## config.mk

```make
export PLATFORM = sky130hd
export DESIGN_NAME = uart_tx_queue
export DESIGN_NICKNAME = d
export VERILOG_FILES = /design/src/rtl/uart_tx_queue.sv
export SDC_FILE = /design/constraint.sdc
export NUM_CORES = 1
export LEC_CHECK = 0
export BUFFER_PORTS_ARGS = -buffer_cell sky130_fd_sc_hd__buf_2
export CELL_PAD_IN_SITES_DETAIL_PLACEMENT = 1
export CELL_PAD_IN_SITES_GLOBAL_PLACEMENT = 1
export CORE_AREA = 3 3 115 117
export CTS_CLUSTER_SIZE = 30
export DETAILED_ROUTE_END_ITERATION = 16
export DIE_AREA = 0 0 118 120
export HOLD_SLACK_MARGIN = 0.12
export PLACE_DENSITY_LB_ADDON = 0.1
export SYNTH_ARGS = -nofsm -noshare
export SYNTH_HDL_FRONTEND = slang
export SYNTH_SLANG_ARGS = --single-unit
export TNS_END_PERCENT = 1
```

## constraint.sdc

```tcl
create_clock -name clk -period 3.35 [get_ports clk]
set_input_delay 0.1675 -clock clk [delete_from_list [all_inputs] [get_ports clk]]
set_output_delay 0.1675 -clock clk [all_outputs]
set_load 0.01 [all_outputs]
```

## src/rtl/uart_tx_queue.sv

```systemverilog
// uart_tx_queue: 16-byte transmit FIFO feeding a UART transmitter.
// Launches one byte per transmitter busy cycle and flags drops and drain completion.
module uart_tx_queue #(
  parameter int DEPTH = 16,
  parameter int AW    = 4
) (
  input  logic       clk,
  input  logic       rst,
  input  logic       wr_en,
  input  logic [7:0] wr_data,
  input  logic       flush,
  input  logic       clr_ovf,
  input  logic       tx_busy,
  output logic       tx_start,
  output logic [7:0] tx_data,
  output logic [4:0] count,
  output logic       empty,
  output logic       full,
  output logic       overflow,
  output logic       irq_done,
  output logic       q_busy
);

  typedef enum logic [1:0] {
    IDLE   = 2'd0,
    LAUNCH = 2'd1,
    SEND   = 2'd2
  } state_e;

  state_e state_q, state_d;

  logic [AW-1:0] wr_ptr_q, wr_ptr_d;
  logic [AW-1:0] rd_ptr_q, rd_ptr_d;
  logic [4:0]    count_q, count_d;
  logic          empty_q, empty_d;
  logic          full_q, full_d;
  logic          ovf_q, ovf_d;
  logic          tx_start_q, tx_start_d;
  logic [7:0]    tx_data_q, tx_data_d;
  logic          irq_q, irq_d;

  logic [7:0]    mem_q [DEPTH];
  logic [7:0]    mem_d [DEPTH];

  logic          push_ok;
  logic          push_drop;
  logic          pop;
  logic          send_done;

  // Qualify the queue-side events for this cycle.
  always_comb begin
    push_ok   = wr_en & ~full_q & ~flush;
    push_drop = wr_en & full_q & ~flush;
    pop       = (state_q == IDLE) & ~empty_q & ~tx_busy;
    send_done = (state_q == SEND) & ~tx_busy;
  end

  // FSM state register.
  always_ff @(posedge clk or negedge rst) begin
    if (!rst) begin
      state_q <= IDLE;
    end else begin
      state_q <= state_d;
    end
  end

  // FSM next state: launch, wait for busy, wait for idle.
  always_comb begin
    state_d = state_q;
    unique case (state_q)
      IDLE: begin
        if (pop) begin
          state_d = LAUNCH;
        end
      end
      LAUNCH: begin
        if (tx_busy) begin
          state_d = SEND;
        end
      end
      SEND: begin
        if (!tx_busy) begin
          state_d = IDLE;
        end
      end
      default: begin
        state_d = IDLE;
      end
    endcase
  end

  // FSM outputs: launch pulse, held byte and drain interrupt.
  always_comb begin
    tx_start_d = pop;
    tx_data_d  = tx_data_q;
    if (pop) begin
      tx_data_d = mem_q[rd_ptr_q];
    end
    irq_d = send_done & (count_q == 5'd0) & ~push_ok;
  end

  // Pointer, occupancy and overflow bookkeeping.
  always_comb begin
    wr_ptr_d = wr_ptr_q;
    rd_ptr_d = rd_ptr_q;
    count_d  = count_q;
    if (flush) begin
      wr_ptr_d = '0;
      rd_ptr_d = '0;
      count_d  = 5'd0;
    end else begin
      wr_ptr_d = wr_ptr_q + {{(AW-1){1'b0}}, push_ok};
      rd_ptr_d = rd_ptr_q + {{(AW-1){1'b0}}, pop};
      count_d  = count_q + {4'b0, push_ok} - {4'b0, pop};
    end
    empty_d = (count_d == 5'd0);
    full_d  = (count_d == 5'(DEPTH));
    ovf_d   = ovf_q;
    if (push_drop) begin
      ovf_d = 1'b1;
    end else if (clr_ovf) begin
      ovf_d = 1'b0;
    end
  end

  // Buffer write port.
  always_comb begin
    mem_d = mem_q;
    if (push_ok) begin
      mem_d[wr_ptr_q] = wr_data;
    end
  end

  // Control and status registers.
  always_ff @(posedge clk or negedge rst) begin
    if (!rst) begin
      wr_ptr_q   <= '0;
      rd_ptr_q   <= '0;
      count_q    <= 5'd0;
      empty_q    <= 1'b1;
      full_q     <= 1'b0;
      ovf_q      <= 1'b0;
      tx_start_q <= 1'b0;
      tx_data_q  <= 8'h00;
      irq_q      <= 1'b0;
    end else begin
      wr_ptr_q   <= wr_ptr_d;
      rd_ptr_q   <= rd_ptr_d;
      count_q    <= count_d;
      empty_q    <= empty_d;
      full_q     <= full_d;
      ovf_q      <= ovf_d;
      tx_start_q <= tx_start_d;
      tx_data_q  <= tx_data_d;
      irq_q      <= irq_d;
    end
  end

  // Byte storage; contents are don't-care after reset.
  always_ff @(posedge clk) begin
    mem_q <= mem_d;
  end

  assign tx_start = tx_start_q;
  assign tx_data  = tx_data_q;
  assign count    = count_q;
  assign empty    = empty_q;
  assign full     = full_q;
  assign overflow = ovf_q;
  assign irq_done = irq_q;
  assign q_busy   = (state_q != IDLE) | ~empty_q;

endmodule
```

==> impl_summary.md, run 1 <==
Detailed routing
The final layout contains routed wiring with a total length of 13350 um. After detailed routing, the number of vias per cell comes to 5.601. For this run, design rule violations remaining after detail routing come to 0. The average wire per cell in the routed design is 22.78 um. The first TritonRoute pass finished after 5 iterations. The overall via count from detail_route is 3282. The count of nets left with antenna violations once routing finished came out at 0.

The initial detailed-routing violation count is 219.

Synthesis
In this run the biggest area consumer among cell types represents 60.42% of the synthesized area. In the post-synthesis netlist, the biggest area contributors are edfxtp_1 (60%), dfrtp_1 (11%), mux4_2 (5.7%), mux2i_1 (4.2%), mux4_1 (2.5%). For this run, the leading register cell type out of synthesis is edfxtp_1. The post-synthesis average cell area is 17.82 um^2.

Summing every instance area after synthesis gives 0.006361 mm^2. The most frequent cell after synthesis is edfxtp_1. The count of unique library cells instantiated by Yosys is 44.

The synthesized design contains 128 enable-type register cells. Synthesis produced a netlist with a net count of 381. Synthesis inferred 156 register bits. The library cell with the largest summed area after synthesis is edfxtp_1.

Ranked by instance count, the synthesized netlist is headed by edfxtp_1 (128), dfrtp_1 (27), mux2i_1 (27). Yosys printed 0 warnings. The share of the Yosys chip area taken by registers is 71.46%. After technology mapping, the gate count stands at 357. After synthesis, the share of flip-flops with an asynchronous set or reset is 17.95%.

Power and ir drop
The highest ir drop seen on vdd is 0.0004161 V. Combinational logic burns 19.3% of the power. The part of the total power dissipated in sequential elements is 44.6%. The reported net switching power is 1386 uW. The clock share of power is 36.2%. The internal power is 3861 uW. The switching share of power is 26.42%. The power density normalized to cell area is 721.2 mW/mm^2. Summed over all cells, the static leakage comes to 0.002541 uW.

Clocking
The tree is rooted in a clkbuf_16. TritonCTS built the clock tree. Post-CTS repair changed the size of 0 cells. The number of setup buffers added after CTS is 0. In this run, CTS created clock tree buffers numbering 17. The latest clock arrival within the worst-skew pair is 0.42 ns. Clock-pin slew was measured on the worst setup and hold paths at 0.06 ns. The depth of the CTS H-tree is 4. The total clock sinks is 156. The clock passes through at most 2 buffers. The number of hold buffers added after CTS is 5.

Place
The routability congestion estimate is 0.7904. In this run the cell area measured after placement is 0.006648 mm^2. The number of input and output port buffers inserted is 32. The HPWL after detailed placement is 8666 um.

Timing
Setup repair after global routing left no endpoint under its margin. In the final timing run, aggregate negative setup slack is 0 ns. Dividing the final minimum period by the clock period gives 88.47%. Setup violations remaining at the end of the flow were counted as 0. The max-slew violation total from the final report is 0. The final hold violation count is 0. The transition at the pin with the smallest max-transition slack is 0.9628 ns. The maximum operating frequency is 337.4 MHz. The largest clock skew in the final design is 0.009727 ns.

The worst path needs 2.964 ns of the cycle, external delays included. Measured against its own limit, the worst slew margin works out to 35.58%.

Setup path
The data required time of the worst path is 3.64 ns. The highest net fanout along the worst path is 5. The setup path with the least slack is of type reg -> reg. The first element of the critical path is state_q[1]. The count of cells along the worst register-to-register path is 10. Data on the critical path arrives at its endpoint at 3.25 ns. The critical register-to-register path endpoint is full.

The startpoint identified for the worst register-to-register timing path is state_q[1]. The worst setup path is captured at a flop. The worst setup path is launched from a flop.

The setup check on the worst reg-to-reg path leaves a slack of 0.39 ns. The capturing element of the worst setup path is full.

GRT
The number of antenna violations at the first check in global routing is 0. The pin count of the biggest net entering global routing is 29. The number of global-route vias before repair came to 3550.

Global routing consumed, over all layers together, 20.86% of the routing resources. The leftover overflow at the end of global routing is 0. The global-route wire length before repair is 21470 um.

Die
The floorplan step defined a core boundary enclosing 0.01247 mm^2. The die span in y is 120 um. For this configuration, the core starts out at a cell density of 51.03%.

The floorplan has 41 rows. 33 I/O pins were placed. The die covers 0.01416 mm^2. The die boundary width is 118 um.

Final layout
Of the cells placed in the final design, the portion with a size suffix greater than 1 is 22.46%. Relative to the synthesized area, the layout overhead comes to 14.38%. The final-layout fill cell count is 1130. The multi-input combinational cells in the finished layout cover a total of 0.001622 mm^2. The area used by sequential logic in the layout is 0.004547 mm^2.

The final core utilization is 58.37%. The total inserted antenna cells is 0. The final instance area is 0.007276 mm^2. The final net count is 426.

Run
Max-cap violations in this run came to 0.

Worst hold path
The type of the tightest min-delay check is in -> reg.

Outcome
The run finished with clean final reports.
## how the worst min path moves through the flow
stage | start | endpoint | cells past startpoint
after floorplan | rst | count[0] | 0
after global placement | rst | count[2] | 1
after detailed placement | rst | count[3] | 1
after CTS | wr_data[7] | mem_q[87] | 1
after global routing | wr_data[7] | mem_q[119] | 1
final | wr_data[0] | mem_q[8] | 1
## power by group through the flow
stage	sequential [uW]	combinational (uW)	clock (uW)
floorplan	2390	684	0
global placement	2370	992	0
detailed placement	2380	1010	0
CTS	2340	1030	1940
global route	2360	1120	2020
finish	2340	1010	1900
## flip-flops by register name, summed over array words and instances (netlist names), 2 cells and up
register and flops:
state_q 2, count 5, tx_data 8, mem_q 128, wr_ptr_q 4, rd_ptr_q 4
## cell families (layout without fill, tap and decap cells)
kind of cell | Yosys count | after routing | share of synthesized area [%]
XOR/XNOR | 9 | 9 | 1.239
AND/OR/NAND/NOR | 78 | 78 | 6.471
buffers and inverters | 29 | 86 | 3.049
AO/OA/AOI/OAI | 26 | 26 | 3.305
multiplexers | 49 | 49 | 12.39
flip-flops | 156 | 156 | 71.46
adder cells (fa/ha/maj) | 10 | 10 | 2.085
## critical path, cell delays in order, from the launching register on
cell       delay (ns)
dfrtp_1          0.43
or4_4            0.56
inv_4            0.07
nand2b_1         0.08
nand2_1          0.09
ha_1             0.16
inv_1            0.05
fa_1             0.38
xnor2_1          0.17
or3b_2           0.44
a2111oi_0        0.39
## placed cells by master, fill, tap and decap left out, types with 9 or more instances in the layout
| cell | count |
|---|---|
| ha_1 | 9 |
| nor2b_1 | 9 |
| clkbuf_16 | 17 |
| dfrtp_1 | 26 |
| buf_4 | 9 |
| edfxtp_1 | 128 |
| nor3_1 | 13 |
| mux2i_1 | 27 |
| nor2_1 | 26 |
| buf_2 | 32 |
| mux4_2 | 16 |
## per-stage QoR
step | hold WS, ns | setup WS [ns] | std cells | total power [uW]
after detailed placement | 0.2345 | 0.3747 | 550 | 3392
after CTS | 0.1294 | 0.3594 | 586 | 5306
after floorplan | -0.1281 | 0.5006 | 357 | 3076
final | 0.1464 | 0.3863 | 586 | 5247
after global routing | 0.1468 | 0.1442 | 586 | 5502
after global placement | 0.2238 | 0.4760 | 550 | 3366
## cell type report
| cell class | count | area share (%) |
|---|---|---|
| inverters | 9 | 0.4987 |
| flip-flops and latches | 156 | 62.49 |
| clock inverters | 13 | 2.046 |
| clock buffers | 18 | 5.899 |
| repair buffers | 46 | 3.818 |
| multi-input cells | 172 | 22.29 |
| well taps | 172 | 2.958 |
## per-layer routing
metal  global-route usage, %  routed length [um]  vias to the layer above
met1                   28.75                6039                     1697
met4                   7.473                 160                        0
met2                   32.73                6492                       79
li1                        -                   -                     1492
met5                       0                   0                        -
met3                   5.184                 654                       14
Power figures use the tool's default switching activity.
==> run 2: changes to the inputs <==
- ABC_CLOCK_PERIOD_IN_PS: not set -> 2600
- CORE_AREA: 3 3 115 117 -> 3 3 121 123
- DIE_AREA: 0 0 118 120 -> 0 0 124 126
- clock period: 3.35 -> 2.6 ns (I/O delays scaled with it)
==> impl_summary.md, run 2 (same netlist as run 1, synthesis figures left out) <==
Timing
The transition at the pin with the smallest max-transition slack is 0.6762 ns (-0.2866 ns). The final period demand of the worst path is 2.618 ns (-0.3458 ns). The worst hold margin is 0.2423 ns (+0.09590 ns).

The worst slew slack as a fraction of its limit is 54.92% (+19 points). Setup repair after global routing could not meet its margin everywhere. The max-slew violation total from the final report is 0 (unchanged). The number of setup violations in the final report came to 2 (+2). The largest clock skew in the final design was 0.01073 ns (+0.001007 ns). The share of the cycle needed by the critical path after routing was 100.7% (+12 points).

The maximum operating frequency is 382.0 MHz (+13%). The minimum setup slack in the final design came to -0.01795 ns (-0.4042 ns). The final hold violation count is 0 (unchanged).

Clocking
The depth of the CTS H-tree was 4 (unchanged). The buffer depth of the longest clock path was 2 (unchanged). The clock buffer count from CTS is 17 (unchanged).

The latest clock arrival within the worst-skew pair is 0.43 ns (about the same). The CTS tree is built. The total clock sinks was 156 (unchanged). The clock-pin slew on the worst setup and hold paths is 0.06 ns (about the same). The tree is rooted in a clkbuf_16.

Setup path
The peak per-stage delay on the critical path is 0.58 ns (+0.02 ns). The total buffers and inverters traversed by the critical path is 1 (-1). The critical path launch point type is a flop. The family with the most delay on the worst path is simple AND/OR/NAND/NOR gates.

In this design, the critical path's most frequently occurring cell is nand2_2. The worst-path cell with the longest stage delay is or4_4. The highest net fanout along the worst path was 3 (-2).

The data arrival at the endpoint of the critical path is 2.93 ns (-0.32 ns). STA classifies the critical path endpoint as a flop. The signal on the critical path passes through or4_4 -> nand2_2 -> nand2_2 -> ha_4 -> inv_2 -> fa_2 -> nand2b_4 -> a21oi_4 -> or3_4 -> a2111oi_4. The data required time of the worst path is 2.92 ns (-0.72 ns). The worst setup path is of the reg -> reg kind.

GRT
The number of global-route vias before repair is 3682 (+3.7%). The aggregate global-route resource usage is 19.51% (-1.4 points). The leftover overflow at the end of global routing was 0 (unchanged). The number of antenna violations at the first check in global routing was 0 (unchanged). The pin count of the biggest net entering global routing was 29 (unchanged). The global-route wire length before repair is 21750 um (+1.3%).

Die
The core box area was 0.01377 mm^2 (+10%). The number of placement rows is 43 (+4.9%). The top-level port count is 33 (unchanged). The floorplan die area is 0.01562 mm^2 (+10%). The die span in y is 126 um (+5.0%).

The die boundary width is 124 um (+5.1%). The initial standard-cell utilization of the core is 46.18% (-4.8 points).

Final layout
The library cell used most frequently in the layout, excluding fill and tap cells, is edfxtp_1. The number of cells in the finished layout apart from fillers is 630 (+7.5%). In the layout the commonest cells are edfxtp_1 (128), buf_4 (33), buf_2 (32), mux2i_1 (27). The flip-flop count of the largest register, all copies and words added is 128 (unchanged). The final net count was 461 (+8.2%).

The share of layout cells above drive strength 1 is 29.56% (+7.1 points). The total inserted antenna cells came to 0 (unchanged). From synthesis to final layout, the design area changed by 20.69%. Counting flops per register, the top entry is mem_q.

Detailed routing
The residual DRC count is 0 (unchanged). The wire length on met1 was 5930 um (-1.8%). The detailed-router iteration count before antenna repair was 4 (-1). The length of routed met2 wiring was 7232 um (+11%).

The overall via count from detail_route is 3433 (+4.6%). The initial detailed-routing violation count is 248 (+13%). The remaining antenna violation count came to 0 (unchanged). The uppermost layer routed is met4. The met3 layer wire length in the routed design is 784 um (+20%). The routed wire length is 14080 um (+5.5%). The via density per instance came to 5.449 (-2.7%). The average wire per cell in the routed design was 22.34 um (-1.9%).

Place
The HPWL after detailed placement is 9130 um (+5.3%). The total instance count after detailed placement came to 577 (+4.9%). The number of input and output port buffers inserted came to 32 (unchanged). The routability congestion estimate is 0.7776 (-1.6%).

Power and ir drop
The highest ir drop seen on vdd came to 0.0004188 V (+0.64%). The leakage power is 0.002722 uW (+7.1%). The power density normalized to cell area was 930.9 mW/mm^2 (+29%).

Outcome
The flow ran to the end, but the final reports show violations. The checks that failed: setup timing.

Worst hold path
The type of the tightest min-delay check is in -> reg.

Run
The max-cap check violation count was 0 (unchanged).
==> run 2: worst paths after layout <==
kind	start	to	slack, ns	depth (start not counted)
setup / recovery	state_q[1]	full	-0.02	10
hold / removal	wr_en	irq_done	0.24	3
setup reg to reg	state_q[1]	full	-0.02	10
hold reg to reg	tx_data[3]	tx_data[3]	0.51	1
max in group asynchronous	rst	rd_ptr_q[1]	1.84	2
min in group asynchronous	rst	tx_data[4]	0.27	2
==> run 2: repair_timing <==
action	4_1_cts	5_1_grt
gates resized for setup	9	5
setup buffers	6	2
endpoints found under the setup margin	2	3
endpoints found under the hold margin	147	0
hold buffers	13	0
pin swaps	7	9
==> run 2: per-layer routing <==
layer	global-route usage, %	vias to the layer above
li1	-	1561
met1	26.22	1791
met2	31.69	70
met3	4.625	11
met4	5.992	0
met5	0	-
==> run 2: area by class of cell <==
cell class | instances | area (um^2)
fillers | 1275 | 6096
flip-flops and latches | 156 | 4547
multi-input cells | 172 | 1705
repair buffers | 81 | 589.3
clock buffers | 18 | 429.2
well taps | 180 | 225.2
clock inverters | 14 | 145.1
inverters | 9 | 36.28
==> run 2: tightest hold or removal path: stages <==
cell     delay (ns)
buf_2          0.11
nor3b_2        0.19
nor3_1         0.18
==> run 2: power breakdown <==
part           internal, uW  total (uW)  switching [uW]  leakage [uW]
Clock                  1420        2400             988      0.000280
Sequential             2880        3000             122       0.00152
Combinational           856        1740             886      0.000924
Total                  5150        7150            2000       0.00272
==> run 2: through the flow <==
| step | TNS (ns) | total power [uW] | util, % | setup slack (ns) | area, um^2 |
|---|---|---|---|---|---|
| 5_1_grt | -0.2647 | 7481 | 55.74 | -0.1214 | 7677 |
| 6_report | -0.02985 | 7147 | 55.74 | -0.01795 | 7677 |
| 2_1_floorplan | -0.08398 | 4027 | - | -0.08398 | 6380 |
| 3_5_place_dp | -0.2326 | 4505 | 49.69 | -0.1624 | 6844 |
| 3_3_place_gp | -0.008016 | 4451 | 49.69 | -0.008016 | 6844 |
| 4_1_cts | 0 | 7112 | 55.46 | 0.003620 | 7639 |
==> run 3: changes to the inputs <==
- SKIP_LAST_GASP: not set -> 1
==> impl_summary.md, run 3 (same netlist as run 1, synthesis figures left out) <==
Setup path
The highest net fanout along the worst path is 3 (unchanged). The peak per-stage delay on the critical path is 0.58 ns (about the same). STA classifies the critical path endpoint as a flop.

STA classifies the critical path startpoint as a flop. The data arrival at the endpoint of the critical path is 2.98 ns (+0.05 ns). For this design, the slowest cell found on the critical path is or4_4.

The total buffers and inverters traversed by the critical path was 3 (+2). The type of the worst setup path is reg -> reg. The critical path goes through or4_4 -> inv_4 -> nand2b_4 -> nand2_2 -> ha_4 -> inv_2 -> fa_2 -> nand2b_4 -> a21oi_4 -> o21ai_4 -> buf_6 -> a41o_1.

The cell repeated most along the worst path is nand2b_4. The data required time of the worst path was 2.95 ns (+0.03 ns). The register-to-register setup slack is -0.03 ns (about the same). The family with the most delay on the worst path is simple AND/OR/NAND/NOR gates.

Power and ir drop
The highest ir drop seen on vdd is 0.0004183 V (-0.12%). The power density normalized to cell area is 932.4 mW/mm^2 (+0.16%). The leakage power is 0.002722 uW (about the same). The sum of internal, switching and leakage power is 7158 uW (+0.16%).

Die
The core box area is 0.01377 mm^2 (unchanged). The number of placement rows is 43 (unchanged). The die boundary width is 124 um (unchanged). The die span in y is 126 um (unchanged). The top-level port count is 33 (unchanged).

The floorplan die area came to 0.01562 mm^2 (unchanged). The initial standard-cell utilization of the core was 46.18% (unchanged).

Final layout
The final net count is 461 (unchanged). The register with the most flip-flops in the final layout is mem_q. The flip-flop count of the largest register, all copies and words added is 128 (unchanged). The share of layout cells above drive strength 1 came to 29.56% (unchanged).

The library cell used most frequently in the layout, excluding fill and tap cells, is edfxtp_1. The final core utilization came to 55.74% (unchanged). The final-layout fill cell count is 1275 (unchanged). The library cells used most frequently in the layout, excluding fill and tap cells, are edfxtp_1 (128), buf_4 (33), buf_2 (32), mux2i_1 (27). The number of cells in the finished layout apart from fillers is 630 (unchanged). The area overhead of the layout relative to synthesis is 20.69% (unchanged).

The total inserted antenna cells is 0 (unchanged).

Place
The routability congestion estimate is 0.7776 (unchanged). The total instance count after detailed placement is 577 (unchanged). The pre-CTS worst setup slack is -0.1624 ns (unchanged). The number of input and output port buffers inserted was 32 (unchanged). The HPWL after detailed placement was 9130 um (unchanged).

Clocking
The clock-pin slew on the worst setup and hold paths is 0.06 ns (about the same). TritonCTS built the clock tree. The depth of the CTS H-tree is 4 (unchanged). The clock buffer count from CTS is 17 (unchanged). The latest clock arrival within the worst-skew pair is 0.43 ns (about the same). The buffer depth of the longest clock path came to 2 (unchanged). The total clock sinks is 156 (unchanged). The buffer type at the clock tree root is clkbuf_16.

Outcome
The checks that failed: setup timing. The flow ran to the end, but the final reports show violations.

Timing
The maximum operating frequency is 380.4 MHz (-0.42%). The transition at the pin with the smallest max-transition slack is 0.6627 ns (-0.01349 ns). The final period demand of the worst path was 2.629 ns (+0.01107 ns). The minimum setup slack in the final design came to -0.02902 ns (-0.01107 ns).

The max-slew violation total from the final report is 0 (unchanged). Setup repair after global routing could not meet its margin everywhere. The worst slew slack as a fraction of its limit is 55.82% (+0.90 points). The share of the cycle needed by the critical path after routing came to 101.1% (+0.43 points). The final hold violation count came to 0 (unchanged).

The number of setup violations in the final report came to 2 (unchanged). The largest clock skew in the final design is 0.008476 ns (-0.002258 ns).

Detailed routing
The detailed-router iteration count before antenna repair is 4 (unchanged). The overall via count from detail_route is 3450 (+0.50%). The routed wire length is 14140 um (+0.43%). The average wire per cell in the routed design came to 22.44 um (+0.43%).

The via density per instance was 5.476 (+0.50%). The initial detailed-routing violation count was 235 (-5.2%). The residual DRC count came to 0 (unchanged).

The remaining antenna violation count is 0 (unchanged).

Worst hold path
The worst hold path belongs to the class in -> reg.

GRT
The pin count of the biggest net entering global routing came to 29 (unchanged). The number of antenna violations at the first check in global routing was 0 (unchanged). The aggregate global-route resource usage is 19.51% (unchanged). The number of global-route vias before repair is 3682 (unchanged). The global-route wire length before repair is 21750 um (unchanged). The leftover overflow at the end of global routing was 0 (unchanged).

Run
The max-cap check violation count came to 0 (unchanged).
run 3: cell counts in the layout (fill, tap and decap cells not counted):
Identical to the previous run, type by type.
run 3: power breakdown:
part           switching [uW]  total [uW]  internal [uW]  leakage (uW)
registers                 122        3000           2880       0.00152
clock network             997        2410           1420      0.000280
logic                     886        1740            858      0.000924
total                    2010        7160           5150       0.00272
run 3: final timing paths:
| kind | start | end | depth (start not counted) |
|---|---|---|---|
| setup / recovery | state_q[1] | empty | 12 |
| hold / removal | wr_en | irq_done | 3 |
| setup reg to reg | state_q[1] | empty | 12 |
| hold reg to reg | tx_data[2] | tx_data[2] | 1 |
| max in group asynchronous | rst | rd_ptr_q[1] | 2 |
| min in group asynchronous | rst | tx_data[2] | 2 |
run 3: cell type report:
type | instances | area (um^2) | area share [%]
clock buffer | 18 | 429.2 | 5.590
clock inverter | 14 | 145.1 | 1.890
inverter | 9 | 36.28 | 0.4726
multi-input combinational | 172 | 1705 | 22.21
sequential | 156 | 4547 | 59.22
tap | 180 | 225.2 | 2.934
timing repair buffer | 81 | 589.3 | 7.676
run 3: repair_timing:
action | 4_1_cts | 5_1_grt
setup buffers | 6 | 2
endpoints found under the setup margin | 2 | 3
hold buffers | 13 | 0
resized for setup | 9 | 5
pin swaps | 7 | 8
gates cloned | 0 | 0
hold endpoints to repair | 147 | 0
run 3: stage by stage:
step / hold WS, ns / setup TNS, ns / area [um^2]
3_3_place_gp: 0.2019 / -0.008016 / 6844
6_report: 0.2359 / -0.05095 / 7677
2_1_floorplan: -0.1656 / -0.08398 / 6380
3_5_place_dp: 0.2072 / -0.2326 / 6844
4_1_cts: 0.2000 / 0 / 7639
5_1_grt: 0.2519 / -0.2952 / 7677
run 3: routing by layer:
metal | global-route usage (%) | wire length (um)
met5 | 0 | 0
met4 | 5.992 | 208
met3 | 4.625 | 695
met2 | 31.69 | 7286
met1 | 26.22 | 5947
run 3: tightest hold or removal path, delay by kind of cell:
kind          cells  cell delay (ns)
buf+inv           1             0.11
simple gates      2             0.37
